File: src/rtl/dma_wr_arbiter.sv
// dma_wr_arbiter: shares one AXI4 write master between the crypto DMA writeback
// (port 0) and the S2MM engine (port 1). Only one burst is in flight at a time.
// The owner is chosen in IDLE and keeps the channel through AW, every W beat
// and B. A sticky err_len flags W beat counts that disagree with AWLEN.
// Optional build macro DMA_WR_ARB_STATS_EN adds saturating grant/stall counters.
module dma_wr_arbiter #(
  parameter int ADDR_WIDTH = 32,
  parameter int DATA_WIDTH = 32,
  parameter int LEN_WIDTH  = 8
) (
  input  logic                    clk,
  input  logic                    rst_n,
  // port 0: crypto DMA writeback
  input  logic [ADDR_WIDTH-1:0]   s0_awaddr,
  input  logic [LEN_WIDTH-1:0]    s0_awlen,
  input  logic [2:0]              s0_awsize,
  input  logic [1:0]              s0_awburst,
  input  logic                    s0_awvalid,
  output logic                    s0_awready,
  input  logic [DATA_WIDTH-1:0]   s0_wdata,
  input  logic [DATA_WIDTH/8-1:0] s0_wstrb,
  input  logic                    s0_wlast,
  input  logic                    s0_wvalid,
  output logic                    s0_wready,
  output logic [1:0]              s0_bresp,
  output logic                    s0_bvalid,
  input  logic                    s0_bready,
  // port 1: S2MM engine
  input  logic [ADDR_WIDTH-1:0]   s1_awaddr,
  input  logic [LEN_WIDTH-1:0]    s1_awlen,
  input  logic [2:0]              s1_awsize,
  input  logic [1:0]              s1_awburst,
  input  logic                    s1_awvalid,
  output logic                    s1_awready,
  input  logic [DATA_WIDTH-1:0]   s1_wdata,
  input  logic [DATA_WIDTH/8-1:0] s1_wstrb,
  input  logic                    s1_wlast,
  input  logic                    s1_wvalid,
  output logic                    s1_wready,
  output logic [1:0]              s1_bresp,
  output logic                    s1_bvalid,
  input  logic                    s1_bready,
  // shared master toward DDR
  output logic [ADDR_WIDTH-1:0]   m_awaddr,
  output logic [LEN_WIDTH-1:0]    m_awlen,
  output logic [2:0]              m_awsize,
  output logic [1:0]              m_awburst,
  output logic                    m_awvalid,
  input  logic                    m_awready,
  output logic [DATA_WIDTH-1:0]   m_wdata,
  output logic [DATA_WIDTH/8-1:0] m_wstrb,
  output logic                    m_wlast,
  output logic                    m_wvalid,
  input  logic                    m_wready,
  input  logic [1:0]              m_bresp,
  input  logic                    m_bvalid,
  output logic                    m_bready,
  // control / status
  input  logic                    cfg_fixed_prio,
  input  logic                    err_clr,
  output logic [1:0]              grant,
  output logic                    busy,
  output logic                    err_len
`ifdef DMA_WR_ARB_STATS_EN
  ,
  output logic [31:0]             stat_grants0,
  output logic [31:0]             stat_grants1,
  output logic [31:0]             stat_stall
`endif
);

  localparam int CW = LEN_WIDTH + 1;

  typedef enum logic [1:0] {S_IDLE, S_AW, S_W, S_B} state_t;

  state_t               state;
  logic                 rr_ptr;   // preferred port on a tie in round-robin mode
  logic [LEN_WIDTH-1:0] len_q;
  logic [CW-1:0]        cnt;
  logic [1:0]           req;
  logic [1:0]           pick;
  logic                 sel;
  logic                 aw_hs, w_hs, b_hs;
  logic                 err_set;
  logic [1:0]           awready_v, wready_v, bvalid_v;

  assign req   = {s1_awvalid, s0_awvalid};
  assign sel   = grant[1];
  assign aw_hs = m_awvalid & m_awready;
  assign w_hs  = m_wvalid & m_wready;
  assign b_hs  = m_bvalid & m_bready;

  assign s0_awready = awready_v[0];
  assign s1_awready = awready_v[1];
  assign s0_wready  = wready_v[0];
  assign s1_wready  = wready_v[1];
  assign s0_bvalid  = bvalid_v[0];
  assign s1_bvalid  = bvalid_v[1];

  // Arbitration: a lone requester wins; ties go to port 0 in fixed mode, else to rr_ptr.
  always_comb begin
    pick = 2'b00;
    case (req)
      2'b01:   pick = 2'b01;
      2'b10:   pick = 2'b10;
      2'b11:   pick = (cfg_fixed_prio || !rr_ptr) ? 2'b01 : 2'b10;
      default: pick = 2'b00;
    endcase
  end

  // Channel routing: payload follows the owner, handshakes are gated by the current phase.
  always_comb begin
    m_awaddr  = sel ? s1_awaddr  : s0_awaddr;
    m_awlen   = sel ? s1_awlen   : s0_awlen;
    m_awsize  = sel ? s1_awsize  : s0_awsize;
    m_awburst = sel ? s1_awburst : s0_awburst;
    m_wdata   = sel ? s1_wdata   : s0_wdata;
    m_wstrb   = sel ? s1_wstrb   : s0_wstrb;
    m_wlast   = sel ? s1_wlast   : s0_wlast;
    m_awvalid = 1'b0;
    m_wvalid  = 1'b0;
    m_bready  = 1'b0;
    awready_v = 2'b00;
    wready_v  = 2'b00;
    bvalid_v  = 2'b00;
    s0_bresp  = 2'b00;
    s1_bresp  = 2'b00;
    case (state)
      S_AW: begin
        m_awvalid      = sel ? s1_awvalid : s0_awvalid;
        awready_v[sel] = m_awready;
      end
      S_W: begin
        m_wvalid      = sel ? s1_wvalid : s0_wvalid;
        wready_v[sel] = m_wready;
      end
      S_B: begin
        m_bready      = sel ? s1_bready : s0_bready;
        bvalid_v[sel] = m_bvalid;
        if (sel) s1_bresp = m_bresp;
        else     s0_bresp = m_bresp;
      end
      default: ;
    endcase
  end

  // Burst sequencer: owns grant/busy, latches AWLEN and counts W beats.
  always_ff @(posedge clk or negedge rst_n) begin
    if (!rst_n) begin
      state  <= S_IDLE;
      grant  <= 2'b00;
      busy   <= 1'b0;
      rr_ptr <= 1'b0;
      len_q  <= '0;
      cnt    <= '0;
    end else begin
      case (state)
        S_IDLE: begin
          if (|req) begin
            grant <= pick;
            busy  <= 1'b1;
            state <= S_AW;
          end
        end
        S_AW: begin
          if (aw_hs) begin
            len_q <= m_awlen;
            cnt   <= '0;
            state <= S_W;
          end
        end
        S_W: begin
          if (w_hs) begin
            // saturate so an over-long burst can never wrap back onto awlen
            if (cnt != {CW{1'b1}}) cnt <= cnt + {{LEN_WIDTH{1'b0}}, 1'b1};
            if (m_wlast) state <= S_B;
          end
        end
        S_B: begin
          if (b_hs) begin
            rr_ptr <= grant[0];   // the other port is preferred next time
            grant  <= 2'b00;
            busy   <= 1'b0;
            state  <= S_IDLE;
          end
        end
        default: state <= S_IDLE;
      endcase
    end
  end

  // Mismatch when exactly one of "wlast" and "count reached awlen" holds on a beat.
  assign err_set = (state == S_W) && w_hs && (m_wlast ^ (cnt == {1'b0, len_q}));

  // Sticky length error; a new error beats a simultaneous clear.
  always_ff @(posedge clk or negedge rst_n) begin
    if (!rst_n)       err_len <= 1'b0;
    else if (err_set) err_len <= 1'b1;
    else if (err_clr) err_len <= 1'b0;
  end

`ifdef DMA_WR_ARB_STATS_EN
  // Saturating per-port completion counters and W back-pressure counter.
  always_ff @(posedge clk or negedge rst_n) begin
    if (!rst_n) begin
      stat_grants0 <= '0;
      stat_grants1 <= '0;
      stat_stall   <= '0;
    end else if (err_clr) begin
      stat_grants0 <= '0;
      stat_grants1 <= '0;
      stat_stall   <= '0;
    end else begin
      if (b_hs && grant[0] && stat_grants0 != 32'hFFFF_FFFF) stat_grants0 <= stat_grants0 + 32'd1;
      if (b_hs && grant[1] && stat_grants1 != 32'hFFFF_FFFF) stat_grants1 <= stat_grants1 + 32'd1;
      if (m_wvalid && !m_wready && stat_stall != 32'hFFFF_FFFF) stat_stall <= stat_stall + 32'd1;
    end
  end
`endif

endmodule

File: config.mk
export PLATFORM = sky130hd
export DESIGN_NAME = dma_wr_arbiter
export DESIGN_NICKNAME = d
export VERILOG_FILES = /design/src/rtl/dma_wr_arbiter.sv
export SDC_FILE = /design/constraint.sdc
export NUM_CORES = 1
export LEC_CHECK = 0
export BUFFER_PORTS_ARGS = -buffer_cell sky130_fd_sc_hd__buf_2
export CORE_AREA = 2 2 108 110
export DETAILED_ROUTE_END_ITERATION = 10
export DIE_AREA = 0 0 110 112
export SYNTH_ARGS = -nofsm -noshare
export SYNTH_HDL_FRONTEND = slang
export SYNTH_SLANG_ARGS = --single-unit
File: constraint.sdc
create_clock -name clk -period 2.8 [get_ports clk]
set_clock_uncertainty 0.15 [all_clocks]
set_input_delay 0 -clock clk [delete_from_list [all_inputs] [get_ports clk]]
set_output_delay 0 -clock clk [all_outputs]
set_load 0.02 [all_outputs]
* Yosys cells after proc, flatten, opt, wreduce, memory -nomap -nowiden
Cells that the tools add are included.
** Word-level totals
- Bits in registers :: 24
- Word-level logic and storage cells :: 87
** Cells by class
- Add/sub/neg operators :: 1
- Order comparisons :: 2
- Eq/ne operators :: 14
- Multiplexer cells :: 41
- Bitwise operators :: 7
- Reductions and logical operators :: 15
** Operators by type and width (number)
- $mux 32 :: 2
- $mux 2 :: 15
- $mux 9 :: 3
- $pmux 9 s2 :: 1
- $mux 1 :: 12
- $ne 2x2->1 const B :: 6
- $add 9x1->9 const B :: 1
- $eq 9x8->1 :: 1
- $ne 9x9->1 const B :: 1
- $eq 2x2->1 const B :: 4
- $mux 8 :: 1
- $pmux 2 s4 :: 1
- $and 2x2->2 :: 3
- $pmux 2 s3 :: 1
- $reduce_bool 2->1 :: 3
- $reduce_and 5->1 :: 1
- $eq 2x1->1 const B :: 2
- $mux 4 :: 1
- $pmux 2 s2 :: 1
- $reduce_and 2->1 :: 2
- $reduce_and 4->1 :: 1
- $and 1x1->1 :: 3
- $logic_and 1x1->1 :: 3
- $mux 3 :: 1
- 10 further kinds :: 10

* Logic depth before layout (Yosys ltp)
Gate-level depths: netlist (run 1).
- Word-level depth :: 6
- Mapped depth :: 8

* Least setup slack after synthesis (run 1)
No wires, ideal clock.
- Path type :: reg-to-reg
- Start :: register cnt[0]
- End :: register cnt[5]
- Setup time :: 78 ps
- Arrival time :: 2007 ps
- Required time :: 2572 ps
- Setup slack :: 565 ps
- Stages on the path, launching flop included :: 9
- Buffers on the path :: 0
- Cell sequence :: dfrtp_1 > ha_1 > nand3_1 > nor2_1 > ha_1 > or2b_1 > o21a_2 > or4_1 > a21boi_1
** On the way
- Cells in the longest elaborated chain, start to end :: 4
- Elaborated cells between the ends (all ways) :: 7
** Ends and longest elaborated chain
- start, declared :: line 79 : logic [CW-1:0] cnt;
- start signal, assigned :: line 175 : if (cnt != {CW{1'b1}}) cnt <= cnt + {{LEN_WIDTH{1'b0}}, 1'b1};
- $add 9x1->9 :: line 175
- $mux 9 :: line 175
- $mux 9 :: line 173 : if (w_hs) begin
- $pmux 9 s2 :: line 157 : case (state)
Several ways; a longest one is shown, not always the timed one. The select of a mux whose other input is x is not followed.
A chain may end at the register's enable or synchronous reset.

* Worst setup path in the final report (run 1)
- Start :: register grant[1]
- End :: register len_q[0]
** On the way
- Cells in the longest elaborated chain, start to end :: 4
- Elaborated cells between the ends (all ways) :: 5
** Ends and longest elaborated chain
- start, declared :: line 61 : output logic [1:0] grant,
- start signal, assigned :: line 160 : grant <= pick;
- $mux 1 :: line 130 : m_awvalid = sel ? s1_awvalid : s0_awvalid;
- $mux 1 :: line 128 : case (state)
- $and 1x1->1 :: line 89 : assign aw_hs = m_awvalid & m_awready;
- $reduce_and 2->1 (no line)
- end signal, assigned :: line 167 : len_q <= m_awlen;
- end, declared :: line 78 : logic [LEN_WIDTH-1:0] len_q;
Several ways; a longest one is shown, not always the timed one.

==> metrics.txt, run 1 <==
# TYPE chip_impl_metric gauge
chip_impl_info{name="outcome",value="finished clean"} 1
chip_impl_info{name="synth_most_common_cell",value="sky130_fd_sc_hd__mux2_2"} 1
chip_impl_metric{name="viasPerCell",unit=""} 4.56
chip_impl_metric{name="setup-violations-final",unit=""} 0
chip_impl_info{name="largest_cells_by_area_after_synthesis",value="sky130_fd_sc_hd__mux2_2 37%, sky130_fd_sc_hd__dfrtp_1 24%, sky130_fd_sc_hd__nand2_1 5.6%, sky130_fd_sc_hd__ha_1 3.0%, sky130_fd_sc_hd__mux2i_1 2.8%"} 1
chip_impl_metric{name="slew_violations",unit=""} 0
chip_impl_metric{name="cts_max_path_buffers",unit=""} 2
chip_impl_metric{name="hold_ws",unit="ns"} 0.0377
chip_impl_metric{name="clkSlewWorstSetupHoldPaths",unit="ns"} 0.07
chip_impl_metric{name="synth_enable_flop_cells",unit=""} 0
chip_impl_metric{name="syn2layout_area_growth",unit="%"} 73.7
chip_impl_metric{name="setup_total_neg_slack",unit="ns"} 0
chip_impl_metric{name="grt.total_usage",unit="%"} 20.1
chip_impl_metric{name="detail_route.iter0.violations",unit=""} 158
chip_impl_metric{name="critical_path_required",unit="ns"} 2.81
chip_impl_metric{name="insertion_delay",unit="ns"} 0.26
chip_impl_metric{name="vdd_drop_max",unit="mV"} 0.337
chip_impl_info{name="timing.setup.critical_path_class",value="register to register"} 1
chip_impl_metric{name="finalHoldViolations",unit=""} 0
chip_impl_metric{name="register_area",unit="um2"} 604
chip_impl_info{name="buffer_type_at_the_clock_tree_root",value="sky130_fd_sc_hd__clkbuf_16"} 1
chip_impl_info{name="source_of_the_worst_hold_timing_path",value="m_bvalid"} 1
chip_impl_metric{name="syn_nets",unit=""} 462
chip_impl_metric{name="floorplan.rows",unit=""} 39
chip_impl_info{name="critPathMostFrequentCell",value="sky130_fd_sc_hd__nand2_1"} 1
chip_impl_metric{name="ys_seq_area_share",unit="%"} 23.7
chip_impl_metric{name="wirelength",unit="um"} 13000
chip_impl_metric{name="wire_length_of_the_first_global_routing_pass",unit="um"} 18400
chip_impl_metric{name="drt-wirelength-per-cell",unit="um"} 18.0
chip_impl_info{name="postSynth.topFlopCell",value="sky130_fd_sc_hd__dfrtp_1"} 1
chip_impl_info{name="worst_setup_path_start_kind",value="register"} 1
chip_impl_metric{name="relSlewSlack",unit="%"} 58.3
chip_impl_metric{name="post_synth_num_cell_types",unit=""} 41
chip_impl_metric{name="max_clock_freq",unit="GHz"} 0.382
chip_impl_metric{name="grt_start_max_net_pins",unit=""} 64
chip_impl_info{name="hold_worst_path_end",value="busy"} 1
chip_impl_info{name="timing.critical_path.cells",value="buf_6, mux2_2, dlygate4sd3_1, nand2_1, nand2_1"} 1
chip_impl_metric{name="count_of_cells_along_the_worst_hold_path",unit=""} 4
chip_impl_info{name="slowest_stage",value="sky130_fd_sc_hd__dfrtp_4"} 1
chip_impl_info{name="timing.critical_path.max_delay_family",value="buffers and inverters"} 1
chip_impl_metric{name="ys.warnings.count",unit=""} 0
chip_impl_metric{name="io_pins",unit=""} 278
chip_impl_metric{name="die_area",unit="um2"} 12300
chip_impl_metric{name="cp_num_buf_inv",unit=""} 2
chip_impl_info{name="cp-end-kind",value="register"} 1
chip_impl_metric{name="core_area",unit="um2"} 11200
chip_impl_metric{name="layout_worst_path_cycle_share",unit="%"} 93.5
chip_impl_metric{name="multiInputGateArea",unit="um2"} 1820
chip_impl_metric{name="number_of_global_route_vias_before_repair",unit=""} 3288
chip_impl_metric{name="netlist.area_leader.share",unit="%"} 37.3
chip_impl_metric{name="overflow",unit=""} 0
chip_impl_metric{name="die_height",unit="um"} 112
chip_impl_info{name="hold_path.class",value="input pin to register"} 1
chip_impl_info{name="synth.top_cells.by_count",value="84 x sky130_fd_sc_hd__mux2_2, 38 x sky130_fd_sc_hd__nand2_1, 24 x sky130_fd_sc_hd__dfrtp_1, 12 x sky130_fd_sc_hd__inv_1"} 1
chip_impl_metric{name="h-tree-depth",unit=""} 1
chip_impl_metric{name="drc",unit=""} 0
chip_impl_metric{name="postPlaceCellArea",unit="um2"} 4050
chip_impl_info{name="grt_setup_unrepaired",value="false"} 1
chip_impl_metric{name="timing.critical_path.slowest_cell_delay",unit="ns"} 0.72
chip_impl_metric{name="numClockSinks",unit=""} 24
chip_impl_metric{name="chipWidth",unit="um"} 110
chip_impl_metric{name="worst-r2r-setup-slack",unit="ns"} 0.18
chip_impl_metric{name="synth_async_sr_flop_share",unit="%"} 100
chip_impl_info{name="critical_path.reg2reg.endpoint",value="len_q[0]"} 1
chip_impl_metric{name="min_period",unit="ns"} 2.62
chip_impl_info{name="critical_path.reg2reg.startpoint",value="grant[1]"} 1
chip_impl_metric{name="cts_buffers",unit=""} 3
chip_impl_info{name="synth_area_leader_cell",value="sky130_fd_sc_hd__mux2_2"} 1
chip_impl_metric{name="worst_pin_slew",unit="ns"} 0.623
chip_impl_metric{name="critical_path_cell_count",unit=""} 5
chip_impl_metric{name="critical_path_arrival",unit="ns"} 2.62
chip_impl_metric{name="cap_violations",unit=""} 0
chip_impl_metric{name="worst-r2r-cell-count",unit=""} 5
chip_impl_metric{name="synth-seq-cells",unit=""} 24
chip_impl_metric{name="initial_core_util",unit="%"} 22.7
chip_impl_metric{name="antenna_found_initial",unit=""} 17
chip_impl_metric{name="netlist_area",unit="um2"} 2540
chip_impl_metric{name="final_nets",unit=""} 752
chip_impl_metric{name="gp_congestion",unit=""} 0.927
chip_impl_metric{name="cellLeakagePower",unit="nW"} 2.29
chip_impl_metric{name="first_pass_iters",unit=""} 4
chip_impl_metric{name="crit_path_max_fanout",unit=""} 63
chip_impl_metric{name="post_synthesis_cell_count",unit=""} 277
chip_impl_metric{name="fillCellCount",unit=""} 1139
chip_impl_info{name="cts_tree",value="done"} 1
chip_impl_metric{name="port_buf_inserts",unit=""} 277
chip_impl_metric{name="layout.cell_area.non_filler",unit="um2"} 4410
chip_impl_metric{name="detailedPlacementHpwl",unit="um"} 11100
chip_impl_metric{name="antenna_violating_nets_post_route",unit=""} 0
chip_impl_metric{name="power-per-cell-area",unit="nW/um2"} 751
chip_impl_metric{name="average_cell_area_after_synthesis",unit="um2"} 9.16
chip_impl_metric{name="vias",unit=""} 3301
chip_impl_metric{name="drive_above_1_share",unit="%"} 65.4
## logic make-up (layout without fill, tap and decap cells)
family,count (synthesis),after routing,share of synthesized area (%)
AND/OR/NAND/NOR,87,87,16.8
multiplexers,91,91,40.0
flip-flops,24,24,23.7
other,0,15,0
buffers and inverters,28,317,4.83
XOR/XNOR,8,8,2.76
AO/OA/AOI/OAI,33,33,9.02
adder cells (fa/ha/maj),6,6,2.96
## layout by cell type (no fill, tap or decap), types with 5 or more instances in the layout
cell type | Yosys | final
sky130_fd_sc_hd__mux2_2 | 84 | 84
sky130_fd_sc_hd__dlygate4sd3_1 | 0 | 21
sky130_fd_sc_hd__o21ai_0 | 11 | 11
sky130_fd_sc_hd__buf_2 | 8 | 277
sky130_fd_sc_hd__diode_2 | 0 | 15
sky130_fd_sc_hd__and3_1 | 5 | 5
sky130_fd_sc_hd__nand3_1 | 8 | 8
sky130_fd_sc_hd__xor2_1 | 8 | 8
sky130_fd_sc_hd__nand2_1 | 38 | 38
sky130_fd_sc_hd__mux2i_1 | 7 | 7
sky130_fd_sc_hd__inv_1 | 12 | 12
sky130_fd_sc_hd__dfrtp_1 | 24 | 23
sky130_fd_sc_hd__nor2_1 | 11 | 11
sky130_fd_sc_hd__ha_1 | 6 | 6
## per-layer routing
metal  track usage (%)  part of all wire (%)  vias up
met3              14.8                    16       24
met2              29.2                    41      155
li1                  -                     -     1599
met1              23.6                    41     1517
met4              4.39                   1.8        6
met5                 0                  0.31        -
## sequential cells by signal, indices dropped and copies added (netlist names)
register and count:
rr_ptr 1, err_len 1, busy 1, cnt 9, state 2, grant 2
len_q 8
## worst min-delay path, stage by stage
cell	delay, ns
sky130_fd_sc_hd__buf_2	0.11
sky130_fd_sc_hd__nand2_1	0.08
sky130_fd_sc_hd__nor2_1	0.08
sky130_fd_sc_hd__o2bb2ai_1	0.14
## timing repair
action / CTS / global route
buffers inserted: 0 / 0
hold endpoints to repair: 35 / 0
hold buffers: 21 / 0
setup endpoints to repair: 0 / 4
resized for setup: 0 / 1
## worst max-delay path by stage
| stage | start | to | slack (ns) |
|---|---|---|---|
| after floorplan | cnt[0] | cnt[5] | 0.56 |
| after global placement | cnt[0] | cnt[5] | 0.45 |
| after detailed placement | cnt[1] | cnt[5] | 0.39 |
| after CTS | grant[1] | len_q[1] | 0.01 |
| after global routing | grant[1] | len_q[0] | 0.05 |
| final | grant[1] | len_q[0] | 0.18 |
## through the flow
step | setup slack [ns] | power, mW | instances | utilization [%]
floorplan | 0.565 | 2.14 | 277 | -
global placement | 0.447 | 2.81 | 684 | 36.3
detailed placement | 0.389 | 2.85 | 684 | 36.3
CTS | 0.0104 | 3.33 | 709 | 39.1
global route | 0.0525 | 3.54 | 711 | 39.2
finish | 0.183 | 3.31 | 724 | 39.5
## area by class of cell
| class | count | area share (%) |
|---|---|---|
| Antenna cell | 15 | 0.851 |
| Inverter | 12 | 1.02 |
| Sequential cell | 24 | 13.7 |
| Tap cell | 143 | 4.06 |
| Multi-Input combinational cell | 225 | 41.2 |
| Timing Repair Buffer | 301 | 36.8 |
| Clock inverter | 1 | 0.681 |
| Clock buffer | 3 | 1.70 |
## where the power goes
group,leakage (nW),total [mW],switching [mW],internal (mW)
sequential,0.299,0.677,0.192,0.485
clock,0.0512,0.415,0.130,0.284
combinational,1.94,2.22,1.24,0.974
Power figures use the tool's default switching activity.
==> run 2: changes to the inputs <==
--- a/config.mk
+++ b/config.mk
@@ -6,9 +6,9 @@
 export NUM_CORES = 1
 export LEC_CHECK = 0
 export BUFFER_PORTS_ARGS = -buffer_cell sky130_fd_sc_hd__buf_2
-export CORE_AREA = 2 2 108 110
+export CORE_AREA = 2 2 107 109
 export DETAILED_ROUTE_END_ITERATION = 10
-export DIE_AREA = 0 0 110 112
+export DIE_AREA = 0 0 109 111
 export SYNTH_ARGS = -nofsm -noshare
 export SYNTH_HDL_FRONTEND = slang
 export SYNTH_SLANG_ARGS = --single-unit
==> constraint.sdc (replaced) <==
create_clock -name clk -period 2.3 [get_ports clk]
set_clock_uncertainty 0.15 [all_clocks]
set_input_delay 0 -clock clk [delete_from_list [all_inputs] [get_ports clk]]
set_output_delay 0 -clock clk [all_outputs]
set_load 0.02 [all_outputs]
==> run 2 against run 1 <==
  * The run now ends with hold timing left
  * Flip-flop and latch count unchanged
  * Clock-buffer cell count unchanged
  * Total power increased by 23%
  * Register-to-register slack got worse by 0.08 ns
  * Die area decreased by 1.8%
  * Highest routed layer unchanged
==> metrics.txt, run 2 (same netlist as run 1, synthesis figures left out) <==
# TYPE chip_impl_metric gauge
chip_impl_metric{name="postPlaceCellArea",unit="um2"} 4130
chip_impl_metric{name="chipWidth",unit="um"} 109
chip_impl_metric{name="final_nets",unit=""} 758
chip_impl_metric{name="drive_above_1_share",unit="%"} 66.3
chip_impl_metric{name="die_area",unit="um2"} 12100
chip_impl_metric{name="min_period",unit="ns"} 2.20
chip_impl_metric{name="detail_route.iter0.violations",unit=""} 107
chip_impl_metric{name="critical_path_arrival",unit="ns"} 2.23
chip_impl_info{name="worst_setup_path_start_kind",value="register"} 1
chip_impl_metric{name="slew_violations",unit=""} 0
chip_impl_metric{name="layout_worst_path_cycle_share",unit="%"} 95.5
chip_impl_info{name="outcome",value="finished with violations"} 1
chip_impl_metric{name="layout_setup_ws",unit="ns"} 0.104
chip_impl_metric{name="wirelength",unit="um"} 12600
chip_impl_metric{name="relSlewSlack",unit="%"} 62.9
chip_impl_metric{name="multiInputGateArea",unit="um2"} 1820
chip_impl_metric{name="hold_ws",unit="ns"} -0.00748
chip_impl_metric{name="drt-wirelength-per-cell",unit="um"} 17.5
chip_impl_metric{name="finalHoldViolations",unit=""} 1
chip_impl_metric{name="setup-violations-final",unit=""} 0
chip_impl_metric{name="floorplan.rows",unit=""} 39
chip_impl_info{name="layout_top_registers",value="cnt: 9 flops, len_q: 8 flops"} 1
chip_impl_metric{name="port_buf_inserts",unit=""} 277
chip_impl_metric{name="antenna_violating_nets_post_route",unit=""} 0
chip_impl_metric{name="antenna_found_initial",unit=""} 7
chip_impl_metric{name="wire_length_of_the_first_global_routing_pass",unit="um"} 18000
chip_impl_metric{name="cts_buffers",unit=""} 3
chip_impl_info{name="grt_setup_unrepaired",value="false"} 1
chip_impl_metric{name="overflow",unit=""} 0
chip_impl_metric{name="final_util",unit="%"} 40.1
chip_impl_metric{name="setup_total_neg_slack",unit="ns"} 0
chip_impl_info{name="timing.setup.critical_path_class",value="register to register"} 1
chip_impl_metric{name="gp_congestion",unit=""} 0.937
chip_impl_info{name="buffer_type_at_the_clock_tree_root",value="sky130_fd_sc_hd__clkbuf_16"} 1
chip_impl_metric{name="clkSlewWorstSetupHoldPaths",unit="ns"} 0.06
chip_impl_metric{name="grt.total_usage",unit="%"} 19.6
chip_impl_metric{name="cts_max_path_buffers",unit=""} 2
chip_impl_metric{name="first_pass_iters",unit=""} 4
chip_impl_metric{name="place_inst",unit=""} 692
chip_impl_metric{name="number_of_global_route_vias_before_repair",unit=""} 3337
chip_impl_info{name="regMostFlops",value="cnt"} 1
chip_impl_metric{name="largest_reg_flops",unit=""} 9
chip_impl_metric{name="h-tree-depth",unit=""} 1
chip_impl_metric{name="grt_start_max_net_pins",unit=""} 75
chip_impl_metric{name="power-per-cell-area",unit="nW/um2"} 915
chip_impl_info{name="failing_checks",value="hold timing"} 1
chip_impl_metric{name="vdd_drop_max",unit="mV"} 0.674
chip_impl_metric{name="detailedPlacementHpwl",unit="um"} 10900
chip_impl_metric{name="place_worst_setup_slack",unit="ns"} 0.0545
chip_impl_metric{name="cellLeakagePower",unit="nW"} 2.33
chip_impl_metric{name="critical_path_required",unit="ns"} 2.34
chip_impl_metric{name="insertion_delay",unit="ns"} 0.26
chip_impl_metric{name="vias",unit=""} 3300
chip_impl_metric{name="layout.cell_area.non_filler",unit="um2"} 4440
chip_impl_info{name="final_common_cell",value="sky130_fd_sc_hd__buf_2"} 1
chip_impl_info{name="cp-end-kind",value="register"} 1
chip_impl_info{name="cts_tree",value="done"} 1
chip_impl_info{name="hold_path.class",value="input pin to register"} 1
chip_impl_metric{name="die_height",unit="um"} 111
chip_impl_metric{name="crit_path_max_fanout",unit=""} 8
chip_impl_metric{name="worst_pin_slew",unit="ns"} 0.556
chip_impl_info{name="mostFrequentLayoutCells",value="277 x sky130_fd_sc_hd__buf_2, 84 x sky130_fd_sc_hd__mux2_2, 38 x sky130_fd_sc_hd__nand2_1, 23 x sky130_fd_sc_hd__dfrtp_1, 19 x sky130_fd_sc_hd__dlygate4sd3_1"} 1
chip_impl_metric{name="totalPowerFinal",unit="mW"} 4.07
chip_impl_metric{name="postCtsSetupBuffers",unit=""} 0
chip_impl_metric{name="syn2layout_area_growth",unit="%"} 75.0
chip_impl_metric{name="io_pins",unit=""} 278
chip_impl_metric{name="final_standard_cell_count_with_taps_included_and_fillers_excluded",unit=""} 720
chip_impl_metric{name="drc",unit=""} 0
chip_impl_metric{name="core_area",unit="um2"} 11100
chip_impl_metric{name="fillCellCount",unit=""} 1150
chip_impl_metric{name="viasPerCell",unit=""} 4.58
chip_impl_metric{name="max_clock_freq",unit="GHz"} 0.455
chip_impl_metric{name="initial_core_util",unit="%"} 22.9
chip_impl_metric{name="register_area",unit="um2"} 604
chip_impl_metric{name="numClockSinks",unit=""} 24
chip_impl_metric{name="cap_violations",unit=""} 0
==> run 2: changes by cell type in the layout (fill, tap and decap cells not counted), sizes merged <==
| cell | change |
|---|---|
| diode | -10 |
| dlygate4sd3 | -2 |
| buf | +8 |
==> run 2: metal layers <==
metal  track usage, %  part of all wire [%]  vias to the layer above
li1                 -                     -                     1594
met1             24.2                    41                     1527
met2             31.1                    45                      152
met3             8.41                    12                       23
met4             4.96                   1.6                        4
met5                0                  0.21                        -
==> run 2: final timing paths <==
kind                       depth (start not counted)        to  slack, ns        start
setup / recovery                                   8    cnt[5]       0.10       cnt[0]
hold reg to reg                                    2  len_q[1]       0.35     len_q[1]
setup reg to reg                                   8    cnt[5]       0.10       cnt[0]
hold / removal                                     4  len_q[2]     -0.007  s1_awlen[2]
max in group asynchronous                          2  grant[1]       1.47        rst_n
min in group asynchronous                          2    cnt[6]       0.11        rst_n
==> run 2: area by class of cell <==
cell class / instances / share of cell area [%]
multi-input combinational: 225 / 41.1
timing repair buffer: 307 / 37.6
sequential: 24 / 13.6
tap: 143 / 4.03
clock buffer: 3 / 1.69
inverter: 12 / 1.01
clock inverter: 1 / 0.676
antenna: 5 / 0.282
==> run 2: critical path: stages (launching register included) <==
cell and delay, ns:
sky130_fd_sc_hd__dfrtp_1 0.38, sky130_fd_sc_hd__ha_2 0.20, sky130_fd_sc_hd__nand3_1 0.08, sky130_fd_sc_hd__nor2_1 0.04, sky130_fd_sc_hd__ha_1 0.19, sky130_fd_sc_hd__or2b_1 0.25
sky130_fd_sc_hd__o21a_4 0.23, sky130_fd_sc_hd__or4_1 0.46, sky130_fd_sc_hd__a21boi_1 0.13
==> run 2: report_power, final <==
part,leakage (nW),switching (mW),internal (mW)
registers,0.299,0.153,0.592
logic,1.98,1.58,1.24
clock network,0.0511,0.151,0.346
==> run 2: repair_timing <==
action                     4_1_cts  5_1_grt
hold endpoints to repair        35        0
gates resized for setup          0        2
hold buffers                    19        0
setup endpoints to repair        0        3
